### config.mk
export PLATFORM = sky130hd
export DESIGN_NAME = fp_simd_issue_flat
export DESIGN_NICKNAME = d
export VERILOG_FILES = /design/src/rtl/fp_simd_issue_pkg.sv /design/src/rtl/fp_simd_issue_if.sv /design/src/rtl/fp_cmd_fifo.sv /design/src/rtl/fp_simd_issue.sv /design/src/flat_wrapper.sv
export SDC_FILE = /design/constraint.sdc
export NUM_CORES = 1
export LEC_CHECK = 0
export ABC_AREA = 1
export BUFFER_PORTS_ARGS = -buffer_cell sky130_fd_sc_hd__buf_2
export CORE_MARGIN = 4
export CORE_UTILIZATION = 45
export CTS_BUF_LIST = sky130_fd_sc_hd__clkbuf_2
export CTS_CLUSTER_DIAMETER = 100
export DETAILED_ROUTE_END_ITERATION = 10
export PLACE_DENSITY = 0.64
export SYNTH_ARGS = -nofsm -noshare
export SYNTH_HDL_FRONTEND = slang
export SYNTH_HIERARCHICAL = 1
export SYNTH_SLANG_ARGS = --single-unit
### constraint.sdc
create_clock -name clk -period 21.5 [get_ports clk]
set_clock_uncertainty 0.2 [all_clocks]
set_input_delay 0 -clock clk [delete_from_list [all_inputs] [get_ports clk]]
set_output_delay 0 -clock clk [all_outputs]
set_load 0.01 [all_outputs]
### src/rtl/fp_simd_issue_pkg.sv
// Shared definitions for the FP_SIMD issue sequencer: opcodes, lane format,
// reference float constants and the sequencer FSM encoding.
package fp_simd_issue_pkg;

    // Lane width of the downstream FP_SIMD engine.
    localparam int ENGINE_FP_W = 22;

    // Engine opcodes. Values outside this set are forwarded unchanged.
    localparam logic [2:0] op_add        = 3'd0;
    localparam logic [2:0] op_sub        = 3'd1;
    localparam logic [2:0] op_mul        = 3'd2;
    localparam logic [2:0] op_reduce_add = 3'd3;

    // Lane format: sign[21], exponent[20:13] (bias 127), mantissa[12:0].
    localparam logic [ENGINE_FP_W-1:0] fp_zero      = 22'h000000;
    localparam logic [ENGINE_FP_W-1:0] fp_half      = 22'h0FC000;
    localparam logic [ENGINE_FP_W-1:0] fp_one       = 22'h0FE000;
    localparam logic [ENGINE_FP_W-1:0] fp_onehalf   = 22'h0FF000;
    localparam logic [ENGINE_FP_W-1:0] fp_two       = 22'h100000;
    localparam logic [ENGINE_FP_W-1:0] fp_twohalf   = 22'h100800;
    localparam logic [ENGINE_FP_W-1:0] fp_three     = 22'h101000;
    localparam logic [ENGINE_FP_W-1:0] fp_threehalf = 22'h101800;
    localparam logic [ENGINE_FP_W-1:0] fp_four      = 22'h102000;

    // Sequencer states, 2-bit encoding.
    typedef enum logic [1:0] {
        ST_IDLE  = 2'd0,
        ST_ISSUE = 2'd1,
        ST_WAIT  = 2'd2,
        ST_HOLD  = 2'd3
    } state_e;

endpackage

### src/rtl/fp_simd_issue_if.sv
// Bundle of the command stream, engine drive/return and result stream of the
// issue sequencer. The sequencer uses the slave view, its environment the master view.
interface fp_simd_issue_if import fp_simd_issue_pkg::*; #(
    parameter int SIMD_WIDTH = 4,
    parameter int FP_W       = ENGINE_FP_W,
    parameter int DEPTH      = 4
) ();
    localparam int VW = SIMD_WIDTH * FP_W;
    localparam int CW = $clog2(DEPTH + 1);

    // Command stream from the pipeline.
    logic          s_valid;
    logic          s_ready;
    logic [2:0]    s_opcode;
    logic [VW-1:0] s_in1;
    logic [VW-1:0] s_in2;
    // Engine drive and return.
    logic          o_en;
    logic [2:0]    o_opcode;
    logic [VW-1:0] o_in1;
    logic [VW-1:0] o_in2;
    logic [VW-1:0] i_result;
    logic          i_valid;
    logic          i_busy;
    // Result stream and status.
    logic          m_valid;
    logic          m_ready;
    logic [VW-1:0] m_data;
    logic [2:0]    m_opcode;
    logic [CW-1:0] o_count;
    logic          o_timeout;

    modport slave (
        input  s_valid, s_opcode, s_in1, s_in2, i_result, i_valid, i_busy, m_ready,
        output s_ready, o_en, o_opcode, o_in1, o_in2, m_valid, m_data, m_opcode,
               o_count, o_timeout
    );

    modport master (
        output s_valid, s_opcode, s_in1, s_in2, i_result, i_valid, i_busy, m_ready,
        input  s_ready, o_en, o_opcode, o_in1, o_in2, m_valid, m_data, m_opcode,
               o_count, o_timeout
    );
endinterface

### src/rtl/fp_cmd_fifo.sv
// Command FIFO: DEPTH entries (power of 2), pointers wrap naturally, no bypass.
module fp_cmd_fifo #(
    parameter int WIDTH = 8,
    parameter int DEPTH = 4
) (
    input  logic                       clk,
    input  logic                       rst,
    input  logic                       push_i,
    input  logic                       pop_i,
    input  logic [WIDTH-1:0]           wdata_i,
    output logic [WIDTH-1:0]           rdata_o,
    output logic                       full_o,
    output logic                       empty_o,
    output logic [$clog2(DEPTH+1)-1:0] count_o
);
    localparam int AW = $clog2(DEPTH);
    localparam int CW = $clog2(DEPTH + 1);

    logic [WIDTH-1:0] mem_q [DEPTH];
    logic [AW-1:0]    wr_ptr_q, rd_ptr_q;
    logic [CW-1:0]    count_q, count_d;
    logic             push_ok, pop_ok;

    assign full_o  = (count_q == CW'(DEPTH));
    assign empty_o = (count_q == '0);
    assign count_o = count_q;
    assign rdata_o = mem_q[rd_ptr_q];
    assign push_ok = push_i && !full_o;
    assign pop_ok  = pop_i && !empty_o;

    // Occupancy next state; simultaneous push and pop leaves it unchanged.
    always_comb begin
        // NOTE: default assignment first so no path leaves count_d unassigned (no latch).
        count_d = count_q;
        case ({push_ok, pop_ok})
            2'b10:   count_d = count_q + CW'(1);
            2'b01:   count_d = count_q - CW'(1);
            default: count_d = count_q;
        endcase
    end

    // Storage write; entries carry no reset since occupancy decides what is valid.
    // NOTE: the memory array is deliberately left out of reset; only pointers/count are reset.
    always_ff @(posedge clk) begin
        if (push_ok) mem_q[wr_ptr_q] <= wdata_i;
    end

    // Pointer and occupancy registers.
    always_ff @(posedge clk or posedge rst) begin
        // NOTE: sequential state uses non-blocking assignments only.
        if (rst) begin
            wr_ptr_q <= '0;
            rd_ptr_q <= '0;
            count_q  <= '0;
        end else begin
            if (push_ok) wr_ptr_q <= wr_ptr_q + AW'(1);
            if (pop_ok)  rd_ptr_q <= rd_ptr_q + AW'(1);
            count_q <= count_d;
        end
    end
endmodule

### src/rtl/fp_simd_issue.sv
// Issue sequencer in front of the FP_SIMD engine: queues commands, issues them
// one at a time, watches for a hung engine and returns results in order.
// Optional performance counters are enabled with `define FP_SIMD_ISSUE_PERF_EN.
module fp_simd_issue import fp_simd_issue_pkg::*; #(
    parameter int SIMD_WIDTH = 4,
    parameter int FP_W       = ENGINE_FP_W,
    parameter int DEPTH      = 4,
    parameter int TIMEOUT    = 64
) (
    input  logic               clk,
    input  logic               rst,
    fp_simd_issue_if.slave     bus
`ifdef FP_SIMD_ISSUE_PERF_EN
    ,
    output logic [31:0]        o_perf_busy_cycles,
    output logic [15:0]        o_perf_ops
`endif
);
    localparam int VW  = SIMD_WIDTH * FP_W;
    localparam int WDW = $clog2(TIMEOUT + 1);

    typedef struct packed {
        logic [2:0]    opcode;
        logic [VW-1:0] in1;
        logic [VW-1:0] in2;
    } cmd_t;

    cmd_t           push_cmd, head_cmd;
    logic           fifo_full, fifo_empty, fifo_pop;
    state_e         state_q;
    logic           o_en_q, m_valid_q, timeout_q;
    logic [2:0]     opcode_q, m_opcode_q;
    logic [VW-1:0]  in1_q, in2_q, m_data_q;
    logic [WDW-1:0] wd_q;

    assign push_cmd = '{opcode: bus.s_opcode, in1: bus.s_in1, in2: bus.s_in2};
    assign fifo_pop = (state_q == ST_IDLE) && !fifo_empty && !bus.i_busy;

    fp_cmd_fifo #(.WIDTH($bits(cmd_t)), .DEPTH(DEPTH)) u_fifo (
        .clk     (clk),
        .rst     (rst),
        .push_i  (bus.s_valid && !fifo_full),
        .pop_i   (fifo_pop),
        .wdata_i (push_cmd),
        .rdata_o (head_cmd),
        .full_o  (fifo_full),
        .empty_o (fifo_empty),
        .count_o (bus.o_count)
    );

    // Issue FSM with watchdog and result capture; all outputs registered.
    always_ff @(posedge clk or posedge rst) begin
        if (rst) begin
            state_q    <= ST_IDLE;
            o_en_q     <= 1'b0;
            opcode_q   <= '0;
            in1_q      <= '0;
            in2_q      <= '0;
            wd_q       <= '0;
            m_valid_q  <= 1'b0;
            m_data_q   <= '0;
            m_opcode_q <= '0;
            timeout_q  <= 1'b0;
        end else begin
            timeout_q <= 1'b0;
            case (state_q)
                ST_IDLE: begin
                    if (fifo_pop) begin
                        opcode_q <= head_cmd.opcode;
                        in1_q    <= head_cmd.in1;
                        in2_q    <= head_cmd.in2;
                        state_q  <= ST_ISSUE;
                    end
                end
                // The engine's valid may still be stale here, so it is not looked at.
                ST_ISSUE: begin
                    o_en_q  <= 1'b1;
                    wd_q    <= '0;
                    state_q <= ST_WAIT;
                end
                // A result beats an expiring watchdog in the same cycle.
                ST_WAIT: begin
                    if (bus.i_valid) begin
                        m_data_q   <= bus.i_result;
                        m_opcode_q <= opcode_q;
                        m_valid_q  <= 1'b1;
                        o_en_q     <= 1'b0;
                        state_q    <= ST_HOLD;
                    end else if (wd_q == WDW'(TIMEOUT - 1)) begin
                        timeout_q <= 1'b1;
                        o_en_q    <= 1'b0;
                        state_q   <= ST_IDLE;
                    end else begin
                        wd_q <= wd_q + WDW'(1);
                    end
                end
                ST_HOLD: begin
                    if (bus.m_ready) begin
                        m_valid_q <= 1'b0;
                        state_q   <= ST_IDLE;
                    end
                end
                default: state_q <= ST_IDLE;
            endcase
        end
    end

    assign bus.s_ready   = !fifo_full;
    assign bus.o_en      = o_en_q;
    assign bus.o_opcode  = opcode_q;
    assign bus.o_in1     = in1_q;
    assign bus.o_in2     = in2_q;
    assign bus.m_valid   = m_valid_q;
    assign bus.m_data    = m_data_q;
    assign bus.m_opcode  = m_opcode_q;
    assign bus.o_timeout = timeout_q;

`ifdef FP_SIMD_ISSUE_PERF_EN
    // Busy-cycle counter saturates; completed-result counter wraps.
    always_ff @(posedge clk or posedge rst) begin
        if (rst) begin
            o_perf_busy_cycles <= '0;
            o_perf_ops         <= '0;
        end else begin
            if (state_q != ST_IDLE && o_perf_busy_cycles != '1)
                o_perf_busy_cycles <= o_perf_busy_cycles + 32'd1;
            if (m_valid_q && bus.m_ready)
                o_perf_ops <= o_perf_ops + 16'd1;
        end
    end
`endif
endmodule

### src/flat_wrapper.sv
// flat-port wrapper written by rule: the top's interface ports become plain ports
module fp_simd_issue_flat import fp_simd_issue_pkg::*;
#(
    parameter int SIMD_WIDTH = 4,
    parameter int FP_W       = ENGINE_FP_W,
    parameter int DEPTH      = 4,
    parameter int TIMEOUT    = 64
)
  (clk, rst, bus_s_valid, bus_s_opcode, bus_s_in1, bus_s_in2, bus_i_result, bus_i_valid, bus_i_busy, bus_m_ready, bus_s_ready, bus_o_en, bus_o_opcode, bus_o_in1, bus_o_in2, bus_m_valid, bus_m_data, bus_m_opcode, bus_o_count, bus_o_timeout);
  fp_simd_issue_if #(.SIMD_WIDTH(SIMD_WIDTH), .FP_W(FP_W), .DEPTH(DEPTH)) bus_i ();
  input  logic clk;
  input  logic rst;
  input wire logic [$bits(bus_i.s_valid)-1:0] bus_s_valid;
  input wire logic [$bits(bus_i.s_opcode)-1:0] bus_s_opcode;
  input wire logic [$bits(bus_i.s_in1)-1:0] bus_s_in1;
  input wire logic [$bits(bus_i.s_in2)-1:0] bus_s_in2;
  input wire logic [$bits(bus_i.i_result)-1:0] bus_i_result;
  input wire logic [$bits(bus_i.i_valid)-1:0] bus_i_valid;
  input wire logic [$bits(bus_i.i_busy)-1:0] bus_i_busy;
  input wire logic [$bits(bus_i.m_ready)-1:0] bus_m_ready;
  output wire logic [$bits(bus_i.s_ready)-1:0] bus_s_ready;
  output wire logic [$bits(bus_i.o_en)-1:0] bus_o_en;
  output wire logic [$bits(bus_i.o_opcode)-1:0] bus_o_opcode;
  output wire logic [$bits(bus_i.o_in1)-1:0] bus_o_in1;
  output wire logic [$bits(bus_i.o_in2)-1:0] bus_o_in2;
  output wire logic [$bits(bus_i.m_valid)-1:0] bus_m_valid;
  output wire logic [$bits(bus_i.m_data)-1:0] bus_m_data;
  output wire logic [$bits(bus_i.m_opcode)-1:0] bus_m_opcode;
  output wire logic [$bits(bus_i.o_count)-1:0] bus_o_count;
  output wire logic [$bits(bus_i.o_timeout)-1:0] bus_o_timeout;
  assign bus_i.s_valid = bus_s_valid;
  assign bus_i.s_opcode = bus_s_opcode;
  assign bus_i.s_in1 = bus_s_in1;
  assign bus_i.s_in2 = bus_s_in2;
  assign bus_i.i_result = bus_i_result;
  assign bus_i.i_valid = bus_i_valid;
  assign bus_i.i_busy = bus_i_busy;
  assign bus_i.m_ready = bus_m_ready;
  assign bus_s_ready = bus_i.s_ready;
  assign bus_o_en = bus_i.o_en;
  assign bus_o_opcode = bus_i.o_opcode;
  assign bus_o_in1 = bus_i.o_in1;
  assign bus_o_in2 = bus_i.o_in2;
  assign bus_m_valid = bus_i.m_valid;
  assign bus_m_data = bus_i.m_data;
  assign bus_m_opcode = bus_i.m_opcode;
  assign bus_o_count = bus_i.o_count;
  assign bus_o_timeout = bus_i.o_timeout;
  fp_simd_issue #(.SIMD_WIDTH(SIMD_WIDTH), .FP_W(FP_W), .DEPTH(DEPTH), .TIMEOUT(TIMEOUT)) u_core (.clk(clk), .rst(rst), .bus(bus_i));
endmodule
==> metrics list, run 1 <==
- Final period demand of the worst path: 4.035 ns
- Peak fanout along the critical path: 54
- Synthesized area per cell: 12.40 sq um
- End of the worst hold path: u_core/bus.m_data[22]
* Clk slew on worst S/H paths: roughly 0.13 ns
- The clock reaches the later pin of the worst-skew pair after 1.45 ns.
* Row count: 108
- Post-DR vias/cell: 4.852
- Routability-driven placement finished with a final weighted congestion of 0.7802.
* Share of final-layout standard cells stronger than drive strength 1: 22.32%
* Tightest slew margin relative to the limit: between 20% and 30%
- Delay of the slowest cell on the worst path: 0.77 ns
* Flip-flop and latch area: 28740 sq um
- Once the floorplan was initialized, standard cells occupied 45.52% of the core.
- The number of antenna violations at the first check in global routing came to 3.
* Category of cells accounting for the largest share of critical-path delay: buffers and inverters
- In this run the clock root is driven by a clkbuf_2.
- Post-route DRC violation count: 0
* Number of I/O port buffers: roughly 550
- At the worst endpoint, the arrival time is 4.80 ns.
- The max-slew violation count came to 0.
- The share of total power dissipated in the clock network is approximately a fifth.
* WP buf/inv: 4
- For this run, the post-layout net count is 5020.
* Switching portion of total power: 37.74%
- Path category of the worst min-delay check: in2reg
* Die area: 92980 sq um
- Deepest clock path buffer count: 4
- Highest-delay cell along the critical path: buf_4
* Sequential share of the synthesized area: 72.42%
* Layout overhead on the synthesized area: 36.27%
- The flow ran to the end, and the final reports show no timing, DRC or antenna violations.
- Power per cell area: roughly 120 nW/um^2
* Final core utilization: 62.03%
- Counting every net in the synthesized netlist gives 3485.
- In this run, CTS created clock tree buffers numbering approximately 270.
- CTS tree: built
- Count of final hold-check violations: 0
* Crit. End Element: register
* Number of DRC markers after the initial detailed-route iteration: 1723
* Routed wire per std cell: 17.93 um
- IR drop worst, VDD: roughly 0.10 mV
* Via count: 29574
- Width of the die: between 300 and 400 um
* Slack of the worst reg-to-reg path: 17.47 ns
* Part of the power in combinational logic: 35.5%
- Cell-by-cell trace of the critical path: inv_1, nand3_1, inv_1, nor2_1, nand2_1, nor2_4, buf_4, buf_4
* HPWL after DPL: 52780 um
* Final Routed Wirelength: 109300 um
- Net load switching power: 2462 uW
* Routed metal-1 wire length: 41840 um
- Setup TNS after final layout: 0 ns
- Max-cap violations in this run came to 0.
- Category of the most critical setup path: reg2reg
* Ys Warns: 6
- Startpoint of the lowest-slack hold path: bus_i_result[22]
* Number of unique standard cell types used by synthesis: 27
* Final-layout fill cell count: ~6500
- In the global route stage, overall resource usage came out at 23.35%.
* Cell count after synthesis: 3200
- Data required time at the worst endpoint: 22.26 ns
* Global-route wire length before repair: 171200 um
- Total leakage power: ~0.024 uW
* Sequential power share: approximately 44%
* Period utilisation layout: between 10% and 20%
* Via count of the first global-routing pass: between 30000 and 40000
- Wire segments on met2 add up to 57170 um in the final route.
- Based on the critical path, the design can be clocked at up to 247.8 MHz.
- Area of the mapped netlist: 39670 sq um
- Counting flops and latches in the post-synthesis netlist gives 1005.
* CTS H-Tree Depth: 5
- The first detailed-routing pass ran for 5 iterations.
* Met3 wire len: around 6300 um
* Worst-margin pin slew: roughly 1.1 ns
- Highest metal layer with signal wires: met4
* Number of cells traversed by the worst register-to-register path: 8
- The worst setup path is launched from a register.
* Setup violation total in the final timing report: 0
* Unrepaired setup endpoints after global routing: no
- Grt total ovfl: 0
* Residual antenna-violating net count after detailed routing: 0
- Pin count of the biggest net entering global routing: 186
* Core area: around 87000 sq um
* Multi-input logic area: 8489 sq um
- Internal power component: 4061 uW
- In this run the critical register-to-register path is launched from u_core/u_fifo/count_o[0].
- The worst hold path was traced through 5 stages.
- I/O pin count: 550
* Worst r2r dst: u_core/u_fifo/mem_q[3][112]
- The die is 304.9 um tall.
* Clock sink count: 1005
==> cell families (layout without fill, tap and decap cells) <==
group                    after synthesis  in the layout  share of synthesized area [%]
flip-flops                          1005           1005                          72.42
XOR/XNOR                               1              1                        0.02208
AO/OA/AOI/OAI                        371            371                          6.951
adder cells (fa/ha/maj)               12             12                         0.3974
multiplexers                          91             91                          2.867
AND/OR/NAND/NOR                     1157           1157                          11.05
buffers and inverters                563           2295                          6.292
other                                  0              8                              0
==> how the worst max path moves through the flow <==
stage                                   startpoint                          end  slack [ns]  cells past startpoint
final                     u_core/u_fifo/count_o[0]  u_core/u_fifo/mem_q[3][112]       17.47                      8
after global placement    u_core/u_fifo/count_o[1]  u_core/u_fifo/mem_q[3][112]       17.40                      8
after CTS                 u_core/u_fifo/count_o[0]  u_core/u_fifo/mem_q[3][112]       17.41                      8
after global routing      u_core/u_fifo/count_o[0]  u_core/u_fifo/mem_q[3][112]       17.20                      8
after detailed placement  u_core/u_fifo/count_o[0]  u_core/u_fifo/mem_q[3][112]       17.42                      8
after floorplan           u_core/u_fifo/count_o[0]    u_core/u_fifo/mem_q[0][0]       12.13                      6
==> power by group through the flow <==
stage / Sequential (uW) / Combinational [uW] / Clock, uW
2_1_floorplan: 3050 / 1250 / 0
3_3_place_gp: 2890 / 1990 / 0
3_5_place_dp: 2900 / 2020 / 0
4_1_cts: 2860 / 2270 / 1340
5_1_grt: 2930 / 2550 / 1480
6_report: 2890 / 2320 / 1320
==> sequential cells by signal (all words and copies together) (netlist names) <==
register,flops
u_core/u_fifo/mem_q,716
u_core/bus.m_data,88
u_core/u_fifo/rd_ptr_q,2
u_core/bus.o_en,1
u_core/bus.o_timeout,1
u_core/u_fifo/count_o,3
u_core/bus.m_opcode,3
u_core/bus.m_valid,1
u_core/bus.o_opcode,3
u_core/wd_q,7
u_core/bus.o_in2,88
u_core/u_fifo/wr_ptr_q,2
u_core/bus.o_in1,88
u_core/state_q,2
==> layout make-up <==
class / instances / area share [%]
clock buffers: 409 / 3.786
inverters: 395 / 2.789
repair buffers: 1427 / 21.25
well taps: 1155 / 2.673
diodes: 8 / 0.03703
multi-input cells: 1632 / 15.70
flip-flops and latches: 1005 / 53.15
clock inverters: 64 / 0.6087
==> worst min-delay path: cells and delay by family <==
family / cells / cell delay (ns)
buffers and inverters: 4 / 1.67
multiplexers: 1 / 0.13
==> layer usage <==
layer,GRT usage (%),vias up
met3,5.507,286
met1,26.09,14212
li1,-,14045
met4,10.47,0
met2,42.33,1031
met5,0,-
==> cell usage after synthesis, drive strengths merged <==
cell | instances | area share (%)
o21ai | 9 | 0.11
edfxtp | 716 | 54
mux2 | 91 | 2.9
a21oi | 2 | 0.025
or2 | 1 | 0.016
buf | 119 | 2.1
nand4 | 2 | 0.032
o21bai | 1 | 0.019
nor2 | 17 | 0.16
nand3 | 15 | 0.20
fa | 1 | 0.050
inv | 395 | 3.7
clkbuf | 49 | 0.46
xnor2 | 1 | 0.022
dfrtp | 289 | 18
ha | 11 | 0.35
o211ai | 359 | 6.8
nand2 | 1122 | 11
==> per-stage QoR <==
| step | setup slack, ns | instances | hold WS, ns | total power, uW | cell area, sq um |
|---|---|---|---|---|---|
| after CTS | 17.41 | 6087 | 0.0001270 | 6471 | 54040 |
| after global routing | 17.20 | 6095 | 0.05864 | 6965 | 54060 |
| after global placement | 17.40 | 4765 | -0.1988 | 4878 | 43170 |
| after detailed placement | 17.42 | 4765 | -0.1970 | 4922 | 43170 |
| after floorplan | 12.13 | 3200 | -0.3966 | 4307 | 39670 |
| final | 17.47 | 6095 | 0.2277 | 6523 | 54060 |
==> cells in the final DEF, fill, tap and decap left out, types with 27 or more instances in the layout <==
cell type	synthesis	routed
mux2_2	55	55
buf_4	2	27
clkinv_1	0	48
o211ai_1	359	359
clkbuf_2	0	409
buf_2	72	549
inv_1	392	391
dlygate4sd3_1	0	849
nand2_1	1120	1120
mux2_4	30	30
dfrtp_1	289	288
edfxtp_1	716	716
==> repair_timing <==
| action | in CTS | in global routing |
|---|---|---|
| resized for setup | 0 | 0 |
| hold buffers | 849 | 0 |
| buffers inserted | 0 | 0 |
| endpoints found under the hold margin | 1850 | 0 |
(Power assumes the default switching activity.)
==> run 2: changes to the inputs <==
--- a/config.mk
+++ b/config.mk
@@ -12,7 +12,7 @@
 export CTS_BUF_LIST = sky130_fd_sc_hd__clkbuf_2
 export CTS_CLUSTER_DIAMETER = 100
 export DETAILED_ROUTE_END_ITERATION = 10
-export PLACE_DENSITY = 0.64
+export PLACE_DENSITY = 0.66
 export SYNTH_ARGS = -nofsm -noshare
 export SYNTH_HDL_FRONTEND = slang
 export SYNTH_HIERARCHICAL = 1
==> constraint.sdc (replaced) <==
create_clock -name clk -period 3.4 [get_ports clk]
set_clock_uncertainty 0.2 [all_clocks]
set_input_delay 0 -clock clk [delete_from_list [all_inputs] [get_ports clk]]
set_output_delay 0 -clock clk [all_outputs]
set_load 0.01 [all_outputs]
==> metrics list, run 2 (synthesis gave the netlist of run 1 again) <==
* Result of the run: finished, final reports clean
* Final core utilization: between 60% and 70%
* Count of final hold-check violations: 0
- Slack of the worst reg-to-reg path: 0.11 ns
- # Max-Cap Violations: 0
- Post-DR vias/cell: 5.046
- Multi-input logic area: 8517 sq um
* Clock sink count: roughly 1000
- Setup violation total in the final timing report: 0
- CTS H-Tree Depth: 4
* Period utilisation layout: a little over nine tenths
- Core area: 87160 sq um
- The worst pin sits at a relative slew slack of 28.20%.
- Final-layout fill cell count: roughly 6000
* Arrival time of the worst setup path: approximately 4.4 ns
* Unrepaired setup endpoints after global routing: no
* HPWL after DPL: 54850 um
- Antenna violations before repair: 7
* Deepest clock path buffer count: 3
- After floorplanning, the core was divided into ~110 placement rows.
- After detailed routing, the total wire length is 122600 um.
- Filler-free cell count of the finished design: between 6000 and 7000
- Startpoint type of the worst setup path: register
- Dividing total power by cell area gives a power density of 755.2 nW/um^2.
* Pin count of the biggest net entering global routing: 182
- Tracing the worst setup path back leads to its startpoint at u_core/state_q[0].
- IR drop worst, VDD: ~0.69 mV
- Grt total ovfl: 0
- In this run the cell area measured after placement is 43630 sq um.
* Flip-flop count of the largest register after layout: 716
- The die is 304.9 um wide.
- Clock-pin slew was measured on the worst setup and hold paths at 0.16 ns.
- More flip-flops sit in one register than any other, and that register is u_core/u_fifo/mem_q.
- Clk Latency, worst-skew pair: 1.57 ns
- Via count: about 32000
- Die area: around 93000 sq um
- STA classifies the critical path endpoint as a register.
- In the final routed layout, each cell accounts on average for just under 20 um.
- Max Clk Rate: about 300 MHz
* Iteration count of the initial detailed-routing pass: 6
- Root buffer cell: clkbuf_2
- The endpoint identified for the worst register-to-register timing path is u_core/bus.m_data[80].
- The net count of the finished layout is 5185.
- The path class of the tightest hold or removal check is in2reg.
* Number of buffers inserted to repair setup after CTS: 0
- Summing all flip-flop and latch instances after layout gives 28740 sq um.
* Category of the most critical setup path: reg2reg
- After detailed routing, the number of remaining DRC violations is 0.
- End of the worst hold path: u_core/u_fifo/mem_q[2][72]
- Leaving out fill and tap cells, the most frequent cell in the layout is nand2_1.
- Data required time at the worst endpoint: 4.55 ns
* Number of cells traversed by the worst register-to-register path: 6
- # placed instances: around 4800
* Global-route wire length before repair: 187300 um
- Number of DRC markers after the initial detailed-route iteration: around 2600
- For the pin with the worst max-slew slack, the measured transition is 1.077 ns.
- Via count of the first global-routing pass: about 33000
* Number of I/O port buffers: between 500 and 600
* Share of final-layout standard cells stronger than drive strength 1: 21.53%
* Final period demand of the worst path: 3.291 ns
- The startpoint identified for the worst hold timing path is bus_s_in2[72].
* Power Total: 42460 uW
- Layout overhead on the synthesized area: 41.72%
* Tot GR Track Use: about 26%
- The max-slew violation count is 0.
- The congestion estimate from routability-driven global placement came to 0.7689.
- TritonCTS created 241 clock buffers.
- I/O pin count: 550
* CTS tree: built
* Effective utilization at floorplan: 45.52%
- Startpoint of the worst register-to-register path: u_core/state_q[0]
- Top library cells by usage in the layout, fill and taps aside: nand2_1, dlygate4sd3_1, edfxtp_1
- Peak fanout along the critical path: 23
- Final cell area excluding filler cells: 56230 sq um
* Number of cells on the worst hold path: 4
* Die height: 304.9 um
* Residual antenna-violating net count after detailed routing: 0
- Summed over all cells, the static leakage comes to 0.02522 uW.
[run 2: cell types whose count changed in the layout (fill, tap and decap cells not counted), sizes merged]
cell	delta
dlygate4sd3	+180
clkbuf	-40
clkinv	+26
buf	+18
diode	+6
clkinvlp	+3
inv	-3
bufinv	-2
[run 2: routing by layer]
layer	part of all wire, %	global-route usage (%)
met1	36	29.14
met2	51	45.13
met3	7.9	6.340
met4	5.5	13.99
met5	0	0
[run 2: how the worst max path moves through the flow]
| stage | slack (ns) | endpoint | depth (start not counted) |
|---|---|---|---|
| 6_report | 0.11 | u_core/bus.m_data[80] | 6 |
| 5_1_grt | 0.04 | u_core/bus.m_data[80] | 6 |
| 4_1_cts | 0.29 | u_core/state_q[0] | 12 |
| 3_5_place_dp | 0.53 | u_core/bus.o_in1[10] | 9 |
| 3_3_place_gp | 0.59 | u_core/bus.o_in2[40] | 9 |
| 2_1_floorplan | -0.77 | u_core/u_fifo/mem_q[0][0] | 6 |
[run 2: what timing repair did]
| action | CTS | global route |
|---|---|---|
| hold buffers | 1029 | 0 |
| gates resized for setup | 0 | 0 |
| endpoints found under the hold margin | 2010 | 0 |
[run 2: area by class of cell]
cell class              count  area share (%)
well taps                1155           2.570
flip-flops and latches   1005           51.11
multi-input cells        1632           15.15
clock inverters            88          0.7410
repair buffers           1625           24.41
inverters                 395           2.675
diodes                     14         0.06231
clock buffers             369           3.285
[run 2: power breakdown]
| group | leakage [uW] | switching (uW) | internal (uW) | total (uW) |
|---|---|---|---|---|
| Clock | 0.00175 | 5170 | 3030 | 8190 |
| Sequential | 0.0101 | 1750 | 16700 | 18400 |
| Combinational | 0.0134 | 9800 | 6040 | 15800 |
| Total | 0.0252 | 16700 | 25700 | 42500 |
[run 2: per-stage QoR]
| stage | setup slack, ns | hold WS [ns] | TNS [ns] |
|---|---|---|---|
| floorplan | -0.7724 | -0.3966 | -694.01 |
| global placement | 0.5948 | -0.2031 | 0 |
| detailed placement | 0.5314 | -0.2037 | 0 |
| CTS | 0.2931 | 0.001242 | 0 |
| global route | 0.03820 | 0.03290 | 0 |
| finish | 0.1086 | 0.2350 | 0 |
[run 2: critical path, stage by stage, from the launching register on]
cell           delay (ns)
dfrtp_1              0.44
inv_1                0.11
ha_1                 0.37
nand2_4              0.40
buf_4                0.46
mux2_2               0.39
dlygate4sd3_1        0.69
==> run 3: changes to the inputs <==
--- a/config.mk
+++ b/config.mk
@@ -9,7 +9,7 @@
 export BUFFER_PORTS_ARGS = -buffer_cell sky130_fd_sc_hd__buf_2
 export CORE_MARGIN = 4
 export CORE_UTILIZATION = 45
-export CTS_BUF_LIST = sky130_fd_sc_hd__clkbuf_2
+export CTS_BUF_LIST = sky130_fd_sc_hd__clkbuf_4 sky130_fd_sc_hd__clkbuf_8
 export CTS_CLUSTER_DIAMETER = 100
 export DETAILED_ROUTE_END_ITERATION = 10
 export PLACE_DENSITY = 0.66
==> metrics list, run 3 (synthesis gave the netlist of run 1 again) <==
- Power per cell area: 822.2 nW/um^2
- Startpoint of the worst register-to-register path: u_core/state_q[0]
* Global-route wire length before repair: 161800 um
* IR drop worst, VDD: 0.6264 mV
- Antenna violations before repair: 17
- The cell family contributing the most delay on the critical path is buffers and inverters.
- Routed wire per std cell: 18.14 um
- Number of buffers inserted to repair setup after CTS: 0
- Flip-flop count of the largest register after layout: 716
- Final-layout fill cell count: 6530
- Unrepaired setup endpoints after global routing: no
- Pin count of the biggest net entering global routing: 182
- HPWL after DPL: 54850 um
* Share of final-layout standard cells stronger than drive strength 1: 21.45%
- Final core utilization: 61.29%
- Across all layers, the routed design uses 27890 vias.
- The total overflow left after global routing is 0.
- Filler-free cell count of the finished design: between 5000 and 6000
- STA puts the critical path data required time at 3.90 ns.
- Hold Buf Count CTS: ~630
- The worst setup path is launched from a register.
- Static timing analysis puts the maximum clock frequency at approximately 330 MHz.
- TritonCTS built the clock tree.
- The run finished with clean final reports.
- Peak fanout along the critical path: 23
- After detailed routing, the number of remaining DRC violations is 0.
- Clk slew on worst S/H paths: around 0.070 ns
* Cts repair resizes: 0
* Effective utilization at floorplan: 45.52%
* Width of the die: between 300 and 400 um
- Layout overhead on the synthesized area: 34.66%
- The critical path goes through inv_1, ha_1, nand2_4, buf_4, mux2_2, dlygate4sd3_1.
* Core area: 87160 sq um
* Setup violation total in the final timing report: 0
- Number of clock buffers inserted by TritonCTS: 162
- Most common library cell in the layout ignoring fill and taps: nand2_1
- The routed design could run at a clock period as short as 3.039 ns.
* Post-DR vias/cell: 4.864
- For the pin with the worst max-slew slack, the measured transition is 1.016 ns.
* Crit. End Element: register
- Period utilisation layout: 89.37%
- More flip-flops sit in one register than any other, and that register is u_core/u_fifo/mem_q.
- Clk Latency, worst-skew pair: 0.82 ns
- Final weighted congestion of routability-driven global placement: 0.7689
- The slowest stage of the critical path belongs to the cell dlygate4sd3_1.
* Worst setup slack after layout: 0.3613 ns
- Path category of the worst min-delay check: in2async
* Delay of the slowest cell on the worst path: around 0.6 ns
- The die is just over 300 um tall.
* Slew Viols, Final: 0
- Tightest slew margin relative to the limit: 32.27%
- Once placement completed, the tool counted placed cells totaling between 4000 and 5000.
- CTS H-Tree Depth: 4
- Clock sink count: 1005
- Before CTS, the worst setup slack after placement is around 0.53 ns.
- The tightest hold path in the finished design has a slack of 0.1306 ns.
- Final cell area excluding filler cells: 53420 sq um
- Via count of the first global-routing pass: roughly 29000
- Deepest clock path buffer count: 3
- Residual antenna-violating net count after detailed routing: 0
- WP buf/inv: 3
* Timing startpoint of the critical path: u_core/state_q[0]
- The root buffer cell chosen for the clock tree is clkbuf_8.
* Die area: 92980 sq um
- Final Routed Wirelength: 104000 um
- For the worst setup path, the data arrival time is 3.53 ns.
- In the layout the commonest cells are nand2_1, edfxtp_1, dlygate4sd3_1.
* Category of the most critical setup path: reg2reg
- Number of DRC markers after the initial detailed-route iteration: 1615
- Total leakage power: approximately 0.024 uW
- Global routing used 22.27% of the available tracks across all layers.
- # Max-Cap Violations: 0
- After floorplanning, the core was divided into about 110 placement rows.
* Count of final hold-check violations: 0
- The first detailed-routing pass ran for 5 iterations.
- Once placement finished, the instance area stood at approximately 44000 sq um.
- Input and output buffers added on the ports amount to 549.
* Layout Nets: 4709
* I/O pin count: 550
[run 3: cell types whose count changed in the layout (fill, tap and decap cells not counted)]
cell,before,now
bufinv_16,1,7
clkbuf_2,369,0
clkbuf_4,0,71
clkbuf_8,0,177
clkinv_1,56,25
clkinv_2,20,16
clkinv_4,3,0
clkinv_8,0,1
clkinvlp_4,3,2
diode_2,14,15
dlygate4sd3_1,1029,632
inv_2,7,3
inv_6,3,7
[run 3: path summary, 6_finish.rpt]
check	end	slack, ns	cells past startpoint
max	u_core/bus.m_data[81]	0.36	6
min	u_core/bus.o_in1[74]	0.13	4
max reg2reg	u_core/bus.m_data[81]	0.36	6
min reg2reg	u_core/bus.o_in1[12]	0.27	2
max in group asynchronous	u_core/bus.m_data[74]	1.92	5
min in group clk	u_core/bus.m_valid	0.18	4
[run 3: final cells by class]
class | count | area, sq um | share of cell area, %
inverters | 395 | 1504 | 2.815
multi-input cells | 1632 | 8517 | 15.94
flip-flops and latches | 1005 | 28740 | 53.79
repair buffers | 1228 | 9752 | 18.25
clock buffers | 248 | 2969 | 5.558
clock inverters | 56 | 462.9 | 0.8666
well taps | 1155 | 1445 | 2.705
diodes | 15 | 37.54 | 0.07026
[run 3: metal layers]
metal	track usage, %	vias to the layer above	wire (um)
li1	-	13306	-
met1	25.68	13437	40200
met2	39.93	897	53880
met3	4.979	242	6289
met4	9.485	8	3612
met5	0	-	54
[run 3: worst min-delay path, stage by stage]
cell           delay, ns
dlygate4sd3_1       0.54
buf_2               0.12
dlygate4sd3_1       0.60
clkinvlp_4          0.30
[run 3: metrics by stage]
| stage | total power (uW) | TNS, ns |
|---|---|---|
| finish | 43930 | 0 |
| global route | 46600 | 0 |
| CTS | 43800 | 0 |
| detailed placement | 31600 | 0 |
| global placement | 31300 | 0 |
| floorplan | 26890 | -694.01 |
[run 3: where the power goes]
part           total, uW  switching (uW)  internal [uW]
combinational      14800            9120           5710
sequential         18200            1510          16700
clock              10900            4750           6130
